### config.mk
export PLATFORM = sky130hd
export DESIGN_NAME = mc_rst_sequencer_flat
export DESIGN_NICKNAME = d
export VERILOG_FILES = /design/src/rtl/mc_rst_sequencer_if.sv /design/src/rtl/mc_rst_sequencer.sv /design/src/flat_wrapper.sv
export SDC_FILE = /design/constraint.sdc
export NUM_CORES = 1
export LEC_CHECK = 0
export ABC_CLOCK_PERIOD_IN_PS = 2100
export BUFFER_PORTS_ARGS = -buffer_cell sky130_fd_sc_hd__buf_2
export CORE_ASPECT_RATIO = 0.9
export CORE_MARGIN = 3
export CORE_UTILIZATION = 55
export DETAILED_ROUTE_END_ITERATION = 10
export GPL_ROUTABILITY_DRIVEN = 0
export PLACE_DENSITY = 0.75
export SYNTH_ARGS = -nofsm -noshare
export SYNTH_HDL_FRONTEND = slang
export SYNTH_SLANG_ARGS = --single-unit
### constraint.sdc
create_clock -name clk -period 2.1 [get_ports clk]
set_clock_uncertainty 0.05 [all_clocks]
set_input_delay 0.21 -clock clk [delete_from_list [all_inputs] [get_ports clk]]
set_output_delay 0.21 -clock clk [all_outputs]
set_load 0.05 [all_outputs]
### src/rtl/mc_rst_sequencer_if.sv
// Status/reset bundle between the MIG/PHY side and the per-channel bridges.
// The sequencer takes the slave view; whoever drives PHY status takes the master view.
interface mc_rst_sequencer_if #(
  parameter int NUM_CH = 2
);
  logic              ext_rst_req;
  logic              phy_rst_in;
  logic [NUM_CH-1:0] calib_done_in;
  logic [NUM_CH-1:0] afifo_rst_out;
  logic [NUM_CH-1:0] ch_rst_out;
  logic              all_ready;
  logic              timeout_err;
  logic [2:0]        state_out;

  modport master (
    output ext_rst_req, phy_rst_in, calib_done_in,
    input  afifo_rst_out, ch_rst_out, all_ready, timeout_err, state_out
  );

  modport slave (
    input  ext_rst_req, phy_rst_in, calib_done_in,
    output afifo_rst_out, ch_rst_out, all_ready, timeout_err, state_out
  );
endinterface

### src/rtl/mc_rst_sequencer.sv
// Multi-channel memory-controller reset sequencer: waits for PHY reset release and
// calibration, holds a programmable delay, then releases channels one by one.
module mc_rst_sequencer #(
  parameter int               NUM_CH        = 2,
  parameter int               CNT_W         = 32,
  parameter logic [CNT_W-1:0] RELEASE_DELAY = 'h1ff,
  parameter int               STAGGER       = 16,
  parameter int               TIMEOUT       = 1 << 20,
  parameter int               SYNC_STAGES   = 2
) (
  input  logic               clk,
  input  logic               rst,
  mc_rst_sequencer_if.slave  bus
);

  localparam int               IDX_W          = (NUM_CH > 1) ? $clog2(NUM_CH) : 1;
  localparam logic [IDX_W-1:0] LAST_IDX       = IDX_W'(NUM_CH - 1);
  localparam logic [IDX_W-1:0] IDX_ONE        = IDX_W'(1);
  localparam logic [CNT_W-1:0] CNT_ONE        = CNT_W'(1);
  localparam logic [CNT_W-1:0] STAGGER_RELOAD = CNT_W'(STAGGER - 1);
  localparam logic [CNT_W-1:0] TIMEOUT_LAST   = CNT_W'(TIMEOUT - 1);

  typedef enum logic [2:0] {
    S_RESET      = 3'd0,
    S_WAIT_PHY   = 3'd1,
    S_WAIT_CALIB = 3'd2,
    S_DELAY      = 3'd3,
    S_STAGGER    = 3'd4,
    S_RUN        = 3'd5,
    S_ERROR      = 3'd6
  } state_e;

  logic [SYNC_STAGES-1:0]             r_phy_sync;
  logic [SYNC_STAGES-1:0][NUM_CH-1:0] r_cal_sync;

  state_e            r_state;
  logic [CNT_W-1:0]  r_tmr;
  logic [CNT_W-1:0]  r_cnt;
  logic [IDX_W-1:0]  r_idx;
  logic [NUM_CH-1:0] r_chan_rst;
  logic              r_all_ready;
  logic              r_timeout_err;

  logic              w_phy_rst_s;
  logic [NUM_CH-1:0] w_calib_s;
  logic              w_calib_all;
  logic              w_seq_active;
  logic              w_seq_abort;
  logic [IDX_W-1:0]  w_next_idx;

  // Synchronisers reset to the "PHY in reset, nothing calibrated" view so a
  // fresh reset can never be mistaken for a calibrated PHY.
  // NOTE: sequential state uses non-blocking assignments so every flop samples
  // the pre-edge value of its neighbour; blocking here would collapse the chain.
  always_ff @(posedge clk) begin
    if (rst) begin
      r_phy_sync <= '1;
      r_cal_sync <= '0;
    end else begin
      r_phy_sync <= {r_phy_sync[SYNC_STAGES-2:0], bus.phy_rst_in};
      r_cal_sync <= {r_cal_sync[SYNC_STAGES-2:0], bus.calib_done_in};
    end
  end

  assign w_phy_rst_s  = r_phy_sync[SYNC_STAGES-1];
  assign w_calib_s    = r_cal_sync[SYNC_STAGES-1];
  assign w_calib_all  = &w_calib_s;
  assign w_seq_active = (r_state == S_DELAY) || (r_state == S_STAGGER) || (r_state == S_RUN);
  assign w_seq_abort  = w_phy_rst_s || !w_calib_all;
  assign w_next_idx   = r_idx + IDX_ONE;

  always_ff @(posedge clk) begin
    if (rst || bus.ext_rst_req) begin
      r_state       <= S_RESET;
      r_tmr         <= '0;
      r_cnt         <= '0;
      r_idx         <= '0;
      r_chan_rst    <= '1;
      r_all_ready   <= 1'b0;
      r_timeout_err <= 1'b0;
    end else if (w_seq_active && w_seq_abort) begin
      // Losing PHY or any calibration once sequencing has begun restarts everything.
      r_state     <= S_WAIT_PHY;
      r_idx       <= '0;
      r_chan_rst  <= '1;
      r_all_ready <= 1'b0;
    end else begin
      unique case (r_state)
        S_RESET: begin
          r_state    <= S_WAIT_PHY;
          r_chan_rst <= '1;
        end
        S_WAIT_PHY: begin
          if (!w_phy_rst_s) begin
            r_state <= S_WAIT_CALIB;
            r_tmr   <= '0;
          end
        end
        S_WAIT_CALIB: begin
          r_tmr <= r_tmr + CNT_ONE;
          // Priority: PHY reset, then calibration, then timeout.
          if (w_phy_rst_s) begin
            r_state <= S_WAIT_PHY;
          end else if (w_calib_all) begin
            r_state <= S_DELAY;
            r_cnt   <= RELEASE_DELAY;
          end else if (r_tmr == TIMEOUT_LAST) begin
            r_state       <= S_ERROR;
            r_timeout_err <= 1'b1;
            r_chan_rst    <= '1;
          end
        end
        S_DELAY: begin
          if (r_cnt == '0) begin
            r_state       <= S_STAGGER;
            r_idx         <= '0;
            r_cnt         <= STAGGER_RELOAD;
            r_chan_rst[0] <= 1'b0;
          end else begin
            r_cnt <= r_cnt - CNT_ONE;
          end
        end
        S_STAGGER: begin
          if (r_idx == LAST_IDX) begin
            r_state     <= S_RUN;
            r_all_ready <= 1'b1;
          end else if (r_cnt == '0) begin
            r_idx                  <= w_next_idx;
            r_chan_rst[w_next_idx] <= 1'b0;
            r_cnt                  <= STAGGER_RELOAD;
          end else begin
            r_cnt <= r_cnt - CNT_ONE;
          end
        end
        S_RUN: begin
          r_all_ready <= 1'b1;
        end
        S_ERROR: begin
          r_chan_rst    <= '1;
          r_timeout_err <= 1'b1;
        end
        default: begin
          r_state    <= S_RESET;
          r_chan_rst <= '1;
        end
      endcase
    end
  end

  // Both reset buses come from one register, so they cannot disagree.
  assign bus.afifo_rst_out = r_chan_rst;
  assign bus.ch_rst_out    = r_chan_rst;
  assign bus.all_ready     = r_all_ready;
  assign bus.timeout_err   = r_timeout_err;
  assign bus.state_out     = r_state;

endmodule

### src/flat_wrapper.sv
// flat-port wrapper written by rule: the top's interface ports become plain ports
module mc_rst_sequencer_flat 
#(
  parameter int               NUM_CH        = 2,
  parameter int               CNT_W         = 32,
  parameter logic [CNT_W-1:0] RELEASE_DELAY = 'h1ff,
  parameter int               STAGGER       = 16,
  parameter int               TIMEOUT       = 1 << 20,
  parameter int               SYNC_STAGES   = 2
)
  (clk, rst, bus_ext_rst_req, bus_phy_rst_in, bus_calib_done_in, bus_afifo_rst_out, bus_ch_rst_out, bus_all_ready, bus_timeout_err, bus_state_out);
  mc_rst_sequencer_if #(.NUM_CH(NUM_CH)) bus_i ();
  input  logic clk;
  input  logic rst;
  input wire logic [$bits(bus_i.ext_rst_req)-1:0] bus_ext_rst_req;
  input wire logic [$bits(bus_i.phy_rst_in)-1:0] bus_phy_rst_in;
  input wire logic [$bits(bus_i.calib_done_in)-1:0] bus_calib_done_in;
  output wire logic [$bits(bus_i.afifo_rst_out)-1:0] bus_afifo_rst_out;
  output wire logic [$bits(bus_i.ch_rst_out)-1:0] bus_ch_rst_out;
  output wire logic [$bits(bus_i.all_ready)-1:0] bus_all_ready;
  output wire logic [$bits(bus_i.timeout_err)-1:0] bus_timeout_err;
  output wire logic [$bits(bus_i.state_out)-1:0] bus_state_out;
  assign bus_i.ext_rst_req = bus_ext_rst_req;
  assign bus_i.phy_rst_in = bus_phy_rst_in;
  assign bus_i.calib_done_in = bus_calib_done_in;
  assign bus_afifo_rst_out = bus_i.afifo_rst_out;
  assign bus_ch_rst_out = bus_i.ch_rst_out;
  assign bus_all_ready = bus_i.all_ready;
  assign bus_timeout_err = bus_i.timeout_err;
  assign bus_state_out = bus_i.state_out;
  mc_rst_sequencer #(.NUM_CH(NUM_CH), .CNT_W(CNT_W), .RELEASE_DELAY(RELEASE_DELAY), .STAGGER(STAGGER), .TIMEOUT(TIMEOUT), .SYNC_STAGES(SYNC_STAGES)) u_core (.clk(clk), .rst(rst), .bus(bus_i));
endmodule
==> metrics.txt, run 1 <==
Clock Power Share=0.454; port bufs=14; Setup crit start kind=flop; total grt overflow=0; Net Sw Frac=0.2130; Synth top area share=0.4139; Total Negative Setup Slacks=-2.625 ns; EDFF count, synth=0; TritonRoute pass-1 iters=4; CTS tree=yes; WL/cell=between 10 and 15 µm; clk slew on worst S/H paths=~0.07 ns; mux contribution to synthesized area=0.002653; Sequential Power Share=0.495; CP peak stage delay=around 0.55 ns; global-route wire length before repair=between 10 and 15 mm; slowest stage cell, crit path=or4_4; vias per cell=between 5 and 6; Syn Inst Count=about 450; design area=0.004725 mm²; required time of the critical path=around 2.3 ns; failing checks=setup timing; synthesized flop and latch total=78; compound-gate portion of the synthesized area=0.1313; Hold Path Stages=2; Slew Limit Fails=0; cell area after synthesis=~0.0038 mm²; commonest non-fill, non-tap cell in the layout=dfxtp_1; Max Freq=roughly 0.45 GHz; initial antenna violation count=0; RSZ-0062 raised after global routing=yes; layout cell share with drive strength beyond 1=0.2431; chip width=~93 µm; Worst-Margin Slew=between 0.8 and 0.9 ns; placed insts=about 570; P_leak=around 1.8 nW; Std-Cell Rows=27; r2r worst-path depth=6; Inserted Clock Buffers=9; Power Density=638.5 mW/mm²; fin crit share=1.062; die footprint=around 0.0079 mm²; Worst-Skew Late Latency=about 0.35 ns; Critical Path AT=around 2.4 ns; r2r endpoint=u_core.r_cnt[28]; maximum fanout along the worst path=6; GRT Overall Usage=0.2213; HP Class=in -> reg; launching point of the worst reg2reg path=u_core.r_cnt[21]; Setup-failing EPs final=27; post-route minimum period=2.230 ns; antenna cells=0; setup slack, reg-to-reg=-0.13 ns; Post-Synth XOR/XNOR Area=0.1091; starting DRC count in detailed routing=between 200 and 250; num ports=15; Area Overhead vs Synth=25.24%; Final ANT Viol Nets=0; VDD IR max=408.3 µV; Initial Utilization=0.5908; async set-reset flop share out of synthesis=0; Int Power=roughly 2.4 mW; # Max-Cap Violations=0; Sink Count=a little under 80; largest net degree at the start of global routing=31; Die Y=84.57 µm; Synthesized Nets=about 460; Synth Area in Adders=0.006633; crit path capture type=flop; sequential area share after synthesis=0.4139; Synth Area in Simple Gates=0.3015; kind of critical path=reg -> reg; total number of vias=3433; hold_sp=bus_calib_done_in[0]; CTS Root Cell=clkbuf_8; Pwr Total=about 3 mW; commonest non-fill, non-tap cells in the layout=73 x dfxtp_1, 65 x nor2_1, 44 x buf_4, 26 x xnor2_1; Bufs on Longest Clock Path=2; run status=finished with violations; yosys warns=0; Post-synth top flop=dfxtp_1; mean post-synth cell area=between 8 and 9 µm²; Fin. Hold Viols=0; number of remaining DRC errors=0; combinational family with the most area after synthesis=simple AND/OR/NAND/NOR gates; Setup WS post-layout=-0.1299 ns; vias in the first global route=roughly 3100; Slew HR=0.4147; Finished Layout Cells=593; crit path cell chain=or4_4 > or3_4 > o31a_1 > o21ai_4 > clkbuf_16 > nor2_1; CORE AREA=0.006385 mm²; Nets=about 510; Hold EP=u_core.r_cal_sync[0]; main area contributors after synthesis=dfxtp_1 41%, nor2_1 6.8%, xnor2_1 6.0%; Net Sw Power=642.5 µW; placed inst area=~0.0043 mm²; Total Wirelength=approximately 8.8 mm; Logic pwr share=0.050; dpl hpwl=5.724 mm; area leader, netlist=dfxtp_1; H-tree Lvls=3; Synth cell types=49
[stage by stage]
step	setup WS, ns	util	hold slack (ns)
finish	-0.1299	0.7400	0.02479
global route	-0.2171	0.7400	0.02036
global placement	-0.05261	0.6706	0.3422
floorplan	-0.01501	-	0.2316
CTS	-0.08265	0.7196	0.01231
detailed placement	-0.1237	0.6706	0.3441
[final cells by class]
cell class                      count  area [µm²]
Multi-Input combinational cell    339        2275
Fill cell                         471        1660
Sequential cell                    78        1573
Timing Repair Buffer               63       478.0
Clock buffer                       14       192.7
Tap cell                           87       108.9
Clock inverter                      2       60.06
Inverter                           10       37.54
[power groups by stage]
stage | sequential [mW] | clock [mW] | combinational, mW
floorplan | 1.54 | 0 | 0.0875
global placement | 1.53 | 0 | 0.137
detailed placement | 1.53 | 0 | 0.138
CTS | 1.49 | 1.39 | 0.140
global route | 1.50 | 1.45 | 0.167
finish | 1.49 | 1.37 | 0.152
[registers in the layout, summed over array words and instances, names as in the netlist]
register and cells:
u_core.bus.afifo_rst_out 2, u_core.bus.state_out 3, u_core.w_calib_s 2, u_core.r_tmr 32, u_core.r_idx 1, u_core.r_phy_sync 2
u_core.r_cal_sync 2, u_core.bus.timeout_err 1, u_core.bus.all_ready 1, u_core.r_cnt 32
[Yosys cell counts, types with 2 or more instances]
cell,instances
a211oi_2,2
buf_2,3
o21ai_0,21
and3_1,3
inv_1,10
and3b_1,2
xor2_1,21
a21oi_1,20
o211ai_1,6
o31a_1,2
nor4b_1,2
clkbuf_1,15
a21o_1,2
a2111oi_0,2
nor3_1,12
or3_1,13
nand3_1,12
o21a_1,2
a211oi_1,3
nor4_1,19
xnor2_1,26
nor2b_1,7
nand3b_1,3
a31oi_1,7
nand2_1,20
or4_1,6
or3_4,2
o31ai_1,4
buf_4,3
and4_1,4
nand2b_1,5
and2_1,2
nor2_1,68
nand4_1,21
dfxtp_1,78
or2_2,6
ha_1,2
[layer usage]
layer	GRT usage	wire length [µm]	up-vias
met2	0.3240	3969	58
met5	0	0	-
li1	-	-	1719
met4	0.06525	86	0
met1	0.3245	4434	1647
met3	0.04839	291	9
[worst max path at each step]
stage                startpoint                          end  slack [ns]  depth (start not counted)
6_report       u_core.r_cnt[21]             u_core.r_cnt[28]       -0.13                          6
4_1_cts        u_core.r_cnt[21]                 u_core.r_idx       -0.08                          5
5_1_grt        u_core.r_cnt[21]  u_core.bus.afifo_rst_out[1]       -0.22                          5
2_1_floorplan  u_core.r_cnt[21]      u_core.bus.state_out[0]       -0.02                          6
3_3_place_gp   u_core.r_cnt[21]  u_core.bus.afifo_rst_out[1]       -0.05                          5
3_5_place_dp   u_core.r_cnt[21]             u_core.r_cnt[27]       -0.12                          6
[timing repair]
| action | CTS | global route |
|---|---|---|
| endpoints found under the hold margin | 1 | 0 |
| pin swaps | 2 | 12 |
| gates resized for setup | 8 | 18 |
| endpoints found under the setup margin | 30 | 37 |
| hold buffers | 1 | 0 |
| gates cloned | 0 | 2 |
| buffers inserted | 0 | 1 |
[critical path, delay by kind of cell (launching register included)]
family / cells / cell delay (ns)
simple gates: 3 / 1.02
compound gates: 2 / 0.53
flops: 1 / 0.32
buf+inv: 1 / 0.21
[cell families (layout without fill, tap and decap cells)]
family,after synthesis,after routing
DFF,78,78
xor gates and xnor gates,47,47
adders and majority gates,2,2
AOI/OAI and AO/OA,77,77
and+or+nand+nor,212,212
buffers and inverters,31,89
muxes,1,1
Note: power is estimated with default switching activity, not from simulation.
==> run 2, diff against run 1 <==
==> constraint.sdc (replaced) <==
create_clock -name clk -period 2.1 [get_ports clk]
set_clock_uncertainty 0.05 [all_clocks]
set_input_delay 0.315 -clock clk [delete_from_list [all_inputs] [get_ports clk]]
set_output_delay 0.315 -clock clk [all_outputs]
set_load 0.05 [all_outputs]
==> run 2 against run 1 <==
The flow still finishes with violations (setup timing); fmax is essentially flat; critical path depth unchanged; first-iteration DRC count rose by 4.4%; sequential share of layout area is 0.071 points higher; largest cell class unchanged; setup slack better by 0.0011 ns; clock power is essentially flat; sequential cell count is the same.
==> metrics.txt, run 2 (same netlist as run 1, synthesis figures left out) <==
kind of critical path=reg -> reg; register area=0.001573 mm² (unchanged); RSZ-0062 raised after global routing=yes; die footprint=0.007890 mm² (unchanged); HP Class=in -> reg; commonest non-fill, non-tap cell in the layout=dfxtp_1; Final ANT Viol Nets=0 (unchanged); Slew Limit Fails=0 (unchanged); failing checks=setup timing; Net Sw Frac=0.2137 (+0.0006661); required time of the critical path=2.29 ns (about the same); commonest non-fill, non-tap cells in the layout=73 x dfxtp_1, 65 x nor2_1, 44 x buf_4, 26 x xnor2_1; Detail Route met3 WL=305 µm (+4.8%); vias in the first global route=3115 (unchanged); port bufs=14 (unchanged); Setup-failing EPs final=27 (unchanged); num ports=15 (unchanged); design area=0.004715 mm² (-0.21%); Bufs on Longest Clock Path=2 (unchanged); Inserted Clock Buffers=9 (unchanged); Finished Layout Cells=592 (-0.17%); Sink Count=78 (unchanged); crit path capture type=flop; VDD IR max=408.7 µV (about the same); starting DRC count in detailed routing=213 (+4.4%); H-tree Lvls=3 (unchanged); highest metal used=met4; Worst-Skew Late Latency=0.35 ns (about the same); footprint of the multi-input gates=0.002275 mm² (unchanged); Die Y=84.57 µm (unchanged); Slew HR=0.4140 (-0.0006990); Int Power=2.373 mW (about the same); Pwr Total=3.018 mW (about the same); Critical Path AT=2.42 ns (about the same); Area Overhead vs Synth=24.98%; global-route wire length before repair=14.38 mm (unchanged); fin crit share=1.061 (about the same); Max Freq=0.4487 GHz (about the same); maximum fanout along the worst path=6 (unchanged); initial antenna violation count=0 (unchanged); Std-Cell Rows=27 (unchanged); number of remaining DRC errors=0 (unchanged); Setup crit start kind=flop; GRT Overall Usage=0.2213 (unchanged); DR WL met2=3.939 mm (-0.76%); WL/cell=14.81 µm (about the same); antenna cells=0 (unchanged); CTS tree=yes; CORE AREA=0.006385 mm² (unchanged); WL met1=4.430 mm (about the same); Fin. Hold Viols=0 (unchanged); layout cell share with drive strength beyond 1=0.2436 (+0.0004814); placed insts=573 (unchanged); run status=finished with violations; # Max-Cap Violations=0 (unchanged); cts hold-fix bufs=0 (-1); clk slew on worst S/H paths=0.08 ns (about the same); chip width=93.30 µm (unchanged); Power Density=640.1 mW/mm² (+0.25%); largest net degree at the start of global routing=31 (unchanged); Clock Power Share=0.455 (about the same); Sequential Power Share=0.495 (about the same); vias per cell=5.818 (+0.49%); total grt overflow=0 (unchanged); Total Wirelength=8.765 mm (-0.18%); Net Sw Power=644.8 µW (+0.35%); placed inst area=0.004282 mm² (unchanged); TritonRoute pass-1 iters=4 (unchanged); Logic pwr share=0.050 (about the same); Initial Utilization=0.5908 (unchanged); Setup WS post-layout=-0.1288 ns (+0.001076 ns); P_leak=1.749 nW (-0.24%); CTS Root Cell=clkbuf_8; Worst-Margin Slew=0.8698 ns (+0.001037 ns); Nets=508 (-0.20%); post-route minimum period=2.229 ns (-0.001076 ns); fill count=474 (+0.64%); dpl hpwl=5.724 mm (unchanged); total number of vias=3444 (+0.32%)
[run 2: worst paths after layout]
| check | startpoint | cells after the start | to | slack (ns) |
|---|---|---|---|---|
| worst min register to register | u_core.r_phy_sync[0] | 1 | u_core.r_phy_sync[1] | 0.37 |
| worst max-delay path | u_core.r_cnt[21] | 6 | u_core.r_cnt[28] | -0.13 |
| worst max register to register | u_core.r_cnt[21] | 6 | u_core.r_cnt[28] | -0.13 |
| worst min-delay path | bus_phy_rst_in | 2 | u_core.r_phy_sync[0] | 0.09 |
[run 2: per-stage QoR]
stage / worst slack, ns / util / TNS, ns / hold slack (ns)
2_1_floorplan: -0.01501 / - / -0.04576 / 0.3366
3_3_place_gp: -0.05261 / 0.6706 / -0.1068 / 0.3425
3_5_place_dp: -0.1237 / 0.6706 / -0.6645 / 0.3460
4_1_cts: -0.08265 / 0.7180 / -0.6706 / 0.07511
5_1_grt: -0.2171 / 0.7384 / -4.370 / 0.09171
6_report: -0.1288 / 0.7384 / -2.589 / 0.09146
[run 2: power by group through the flow]
| stage | clock network [mW] | logic (mW) | registers [mW] |
|---|---|---|---|
| floorplan | 0 | 0.0875 | 1.54 |
| global placement | 0 | 0.137 | 1.53 |
| detailed placement | 0 | 0.138 | 1.53 |
| CTS | 1.39 | 0.139 | 1.49 |
| global route | 1.45 | 0.166 | 1.50 |
| finish | 1.37 | 0.151 | 1.49 |
[run 2: layer usage]
layer | track usage | vias up
met4 | 0.06525 | 0
met5 | 0 | -
met3 | 0.04839 | 11
met2 | 0.3240 | 55
met1 | 0.3245 | 1660
li1 | - | 1718
[run 2: repair_timing]
| item | CTS | global route |
|---|---|---|
| gates resized for setup | 8 | 18 |
| setup buffers | 0 | 1 |
| cloned | 0 | 2 |
| pin swaps | 2 | 12 |
| endpoints found under the setup margin | 30 | 37 |
[run 2: cell type report]
type / count / share of cell area
clock buffers: 14 / 0.04087
clock inverters: 2 / 0.01274
inverters: 10 / 0.007962
multi-input cells: 339 / 0.4825
flip-flops and latches: 78 / 0.3336
well taps: 87 / 0.02309
repair buffers: 62 / 0.09926
[run 2: worst max-delay path: stages (launching register included)]
cell and delay [ns]:
dfxtp_2 0.32, or4_4 0.55, or3_4 0.42, o31a_1 0.29, o21ai_4 0.24, clkbuf_16 0.21, nor2_1 0.05
==> run 3, diff against run 2 <==
--- a/config.mk
+++ b/config.mk
@@ -8,11 +8,13 @@
 export ABC_CLOCK_PERIOD_IN_PS = 2100
 export BUFFER_PORTS_ARGS = -buffer_cell sky130_fd_sc_hd__buf_2
 export CORE_ASPECT_RATIO = 0.9
-export CORE_MARGIN = 3
+export CORE_MARGIN = 1
 export CORE_UTILIZATION = 55
+export CTS_BUF_LIST = sky130_fd_sc_hd__clkbuf_16
 export DETAILED_ROUTE_END_ITERATION = 10
 export GPL_ROUTABILITY_DRIVEN = 0
 export PLACE_DENSITY = 0.75
+export SKIP_CTS_REPAIR_TIMING = 1
 export SYNTH_ARGS = -nofsm -noshare
 export SYNTH_HDL_FRONTEND = slang
 export SYNTH_SLANG_ARGS = --single-unit
==> run 3 against run 2 <==
Critical path type unchanged; final area is 0.61% higher; the flow still finishes with violations (setup timing); worst hold slack better by 0.021 ns; highest routed layer unchanged; combinational power decreased by 6%; core utilization down 1.8 points; critical endpoint is now u_core.bus.afifo_rst_out[1].
==> metrics.txt, run 3 (same netlist as run 1, synthesis figures left out) <==
run status=finished with violations; failing checks=setup timing; Net Sw Frac=0.2147 (+0.001061); Bufs on Longest Clock Path=2 (unchanged); CTS tree=yes; layout cell share with drive strength beyond 1=0.2273 (-0.01629); crit path capture type=flop; fin crit share=1.057 (-0.004739); Slew Limit Fails=0 (unchanged); Area Overhead vs Synth=25.74%; Setup WS post-layout=-0.1188 ns (+0.009952 ns); Nets=509 (+0.20%); r2r endpoint=u_core.bus.afifo_rst_out[1]; hold_sp=bus_phy_rst_in; dpl hpwl=5.786 mm (+1.1%); RSZ-0062 raised after global routing=yes; setup slack, reg-to-reg=-0.12 ns (about the same); post-route minimum period=2.219 ns (-0.009952 ns); launching point of the worst reg2reg path=u_core.r_cnt[21]; maximum fanout along the worst path=5 (-1); Critical Path AT=2.37 ns (-0.05 ns); die footprint=0.007195 mm² (-8.8%); # Max-Cap Violations=0 (unchanged); design area=0.004743 mm² (+0.61%); WL/cell=14.51 µm (-2.0%); Worst-Skew Late Latency=0.34 ns (about the same); GRT Overall Usage=0.2613 (+0.03995); chip width=89.30 µm (-4.3%); TritonRoute pass-1 iters=4 (unchanged); Final ANT Viol Nets=0 (unchanged); port bufs=14 (unchanged); antenna cells=0 (unchanged); VDD IR max=472.9 µV (+16%); Net Sw Power=709.4 µW (+10%); register area=0.001570 mm² (-0.16%); Sink Count=78 (unchanged); CORE AREA=0.006586 mm² (+3.2%); P_leak=1.765 nW (+0.91%); HP Class=in -> reg; Hold Path Stages=2 (unchanged); dpl ws=-0.09614 ns (+0.02757 ns); Power Density=696.5 mW/mm² (+8.8%); Worst-Margin Slew=0.7328 ns (-0.1370 ns); Sequential Power Share=0.453 (-0.042); Initial Utilization=0.5728 (-0.01807); commonest non-fill, non-tap cells in the layout=75 x dfxtp_1, 67 x nor2_1, 47 x buf_4, 26 x xnor2_1; H-tree Lvls=3 (unchanged); fill count=516 (+8.9%); commonest non-fill, non-tap cell in the layout=dfxtp_1; global-route wire length before repair=14.43 mm (+0.33%); Logic pwr share=0.043 (-0.007); footprint of the multi-input gates=0.002240 mm² (-1.5%); placed insts=579 (+1.0%); clk slew on worst S/H paths=0.06 ns (-0.02 ns); num ports=15 (unchanged); Setup-failing EPs final=29 (+7.4%); Total Wirelength=8.649 mm (-1.3%); largest net degree at the start of global routing=31 (unchanged); CTS Root Cell=clkbuf_16; placed inst area=0.004308 mm² (+0.61%); initial antenna violation count=0 (unchanged); Fin. Hold Viols=0 (unchanged); Inserted Clock Buffers=9 (unchanged); starting DRC count in detailed routing=182 (-15%); number of remaining DRC errors=0 (unchanged); Pwr Total=3.304 mW (+9.5%); Std-Cell Rows=28 (+3.7%); Int Power=2.594 mW (+9.3%); Hold EP=u_core.r_phy_sync[0]; Die Y=80.57 µm (-4.7%); Finished Layout Cells=596 (+0.68%); total grt overflow=0 (unchanged); Setup crit start kind=flop; total number of vias=3473 (+0.84%); Clock Power Share=0.504 (+0.049); Slew HR=0.5063 (+0.09230); Total Negative Setup Slacks=-1.592 ns (+0.9970 ns); vias in the first global route=3174 (+1.9%); kind of critical path=reg -> reg; vias per cell=5.827 (+0.17%); r2r worst-path depth=5 (-1); required time of the critical path=2.25 ns (-0.04 ns); Max Freq=0.4507 GHz (+0.45%)
-- run 3: power by group through the flow --
stage	Clock (mW)	Combinational (mW)	Sequential (mW)
3_5_place_dp	0	0.139	1.53
4_1_cts	1.68	0.139	1.50
5_1_grt	1.74	0.156	1.50
6_report	1.66	0.142	1.50
2_1_floorplan	0	0.0875	1.54
3_3_place_gp	0	0.137	1.53
-- run 3: layout make-up --
| cell class | instances | area share |
|---|---|---|
| Clock inverter | 5 | 0.01134 |
| Clock buffer | 11 | 0.05803 |
| Timing Repair Buffer | 63 | 0.09575 |
| Sequential cell | 78 | 0.3310 |
| Inverter | 10 | 0.007913 |
| Tap cell | 90 | 0.02374 |
| Multi-Input combinational cell | 339 | 0.4722 |
-- run 3: worst max-delay path by stage --
stage / from / end / slack, ns / cells past startpoint
after floorplan: u_core.r_cnt[21] / u_core.bus.state_out[0] / -0.02 / 6
after global routing: u_core.r_cnt[21] / u_core.bus.afifo_rst_out[1] / -0.17 / 5
after CTS: u_core.r_cnt[17] / u_core.r_cnt[3] / -0.12 / 7
after global placement: u_core.r_cnt[21] / u_core.bus.afifo_rst_out[1] / -0.05 / 5
after detailed placement: u_core.r_cnt[21] / u_core.bus.afifo_rst_out[1] / -0.1 / 5
final: u_core.r_cnt[21] / u_core.bus.afifo_rst_out[1] / -0.12 / 5
-- run 3: critical path: stages, from the launching register on --
cell and delay, ns:
dfxtp_1 0.31, or4_4 0.54, or3_4 0.42, or4_4 0.42, a221oi_2 0.23, o211ai_1 0.11
-- run 3: layer usage --
layer  track usage  vias to the layer above  wire [µm]
met5             0                        -          0
met4       0.07460                        0        146
met3       0.08119                       19        496
met2        0.3977                       93       3983
met1        0.3539                     1643       4023
li1              -                     1718          -
-- run 3: through the flow --
step | hold WS (ns) | util
6_report | 0.1122 | 0.7202
5_1_grt | 0.1099 | 0.7202
4_1_cts | 0.1054 | 0.7040
3_5_place_dp | 0.3474 | 0.6541
3_3_place_gp | 0.3418 | 0.6541
2_1_floorplan | 0.3366 | -
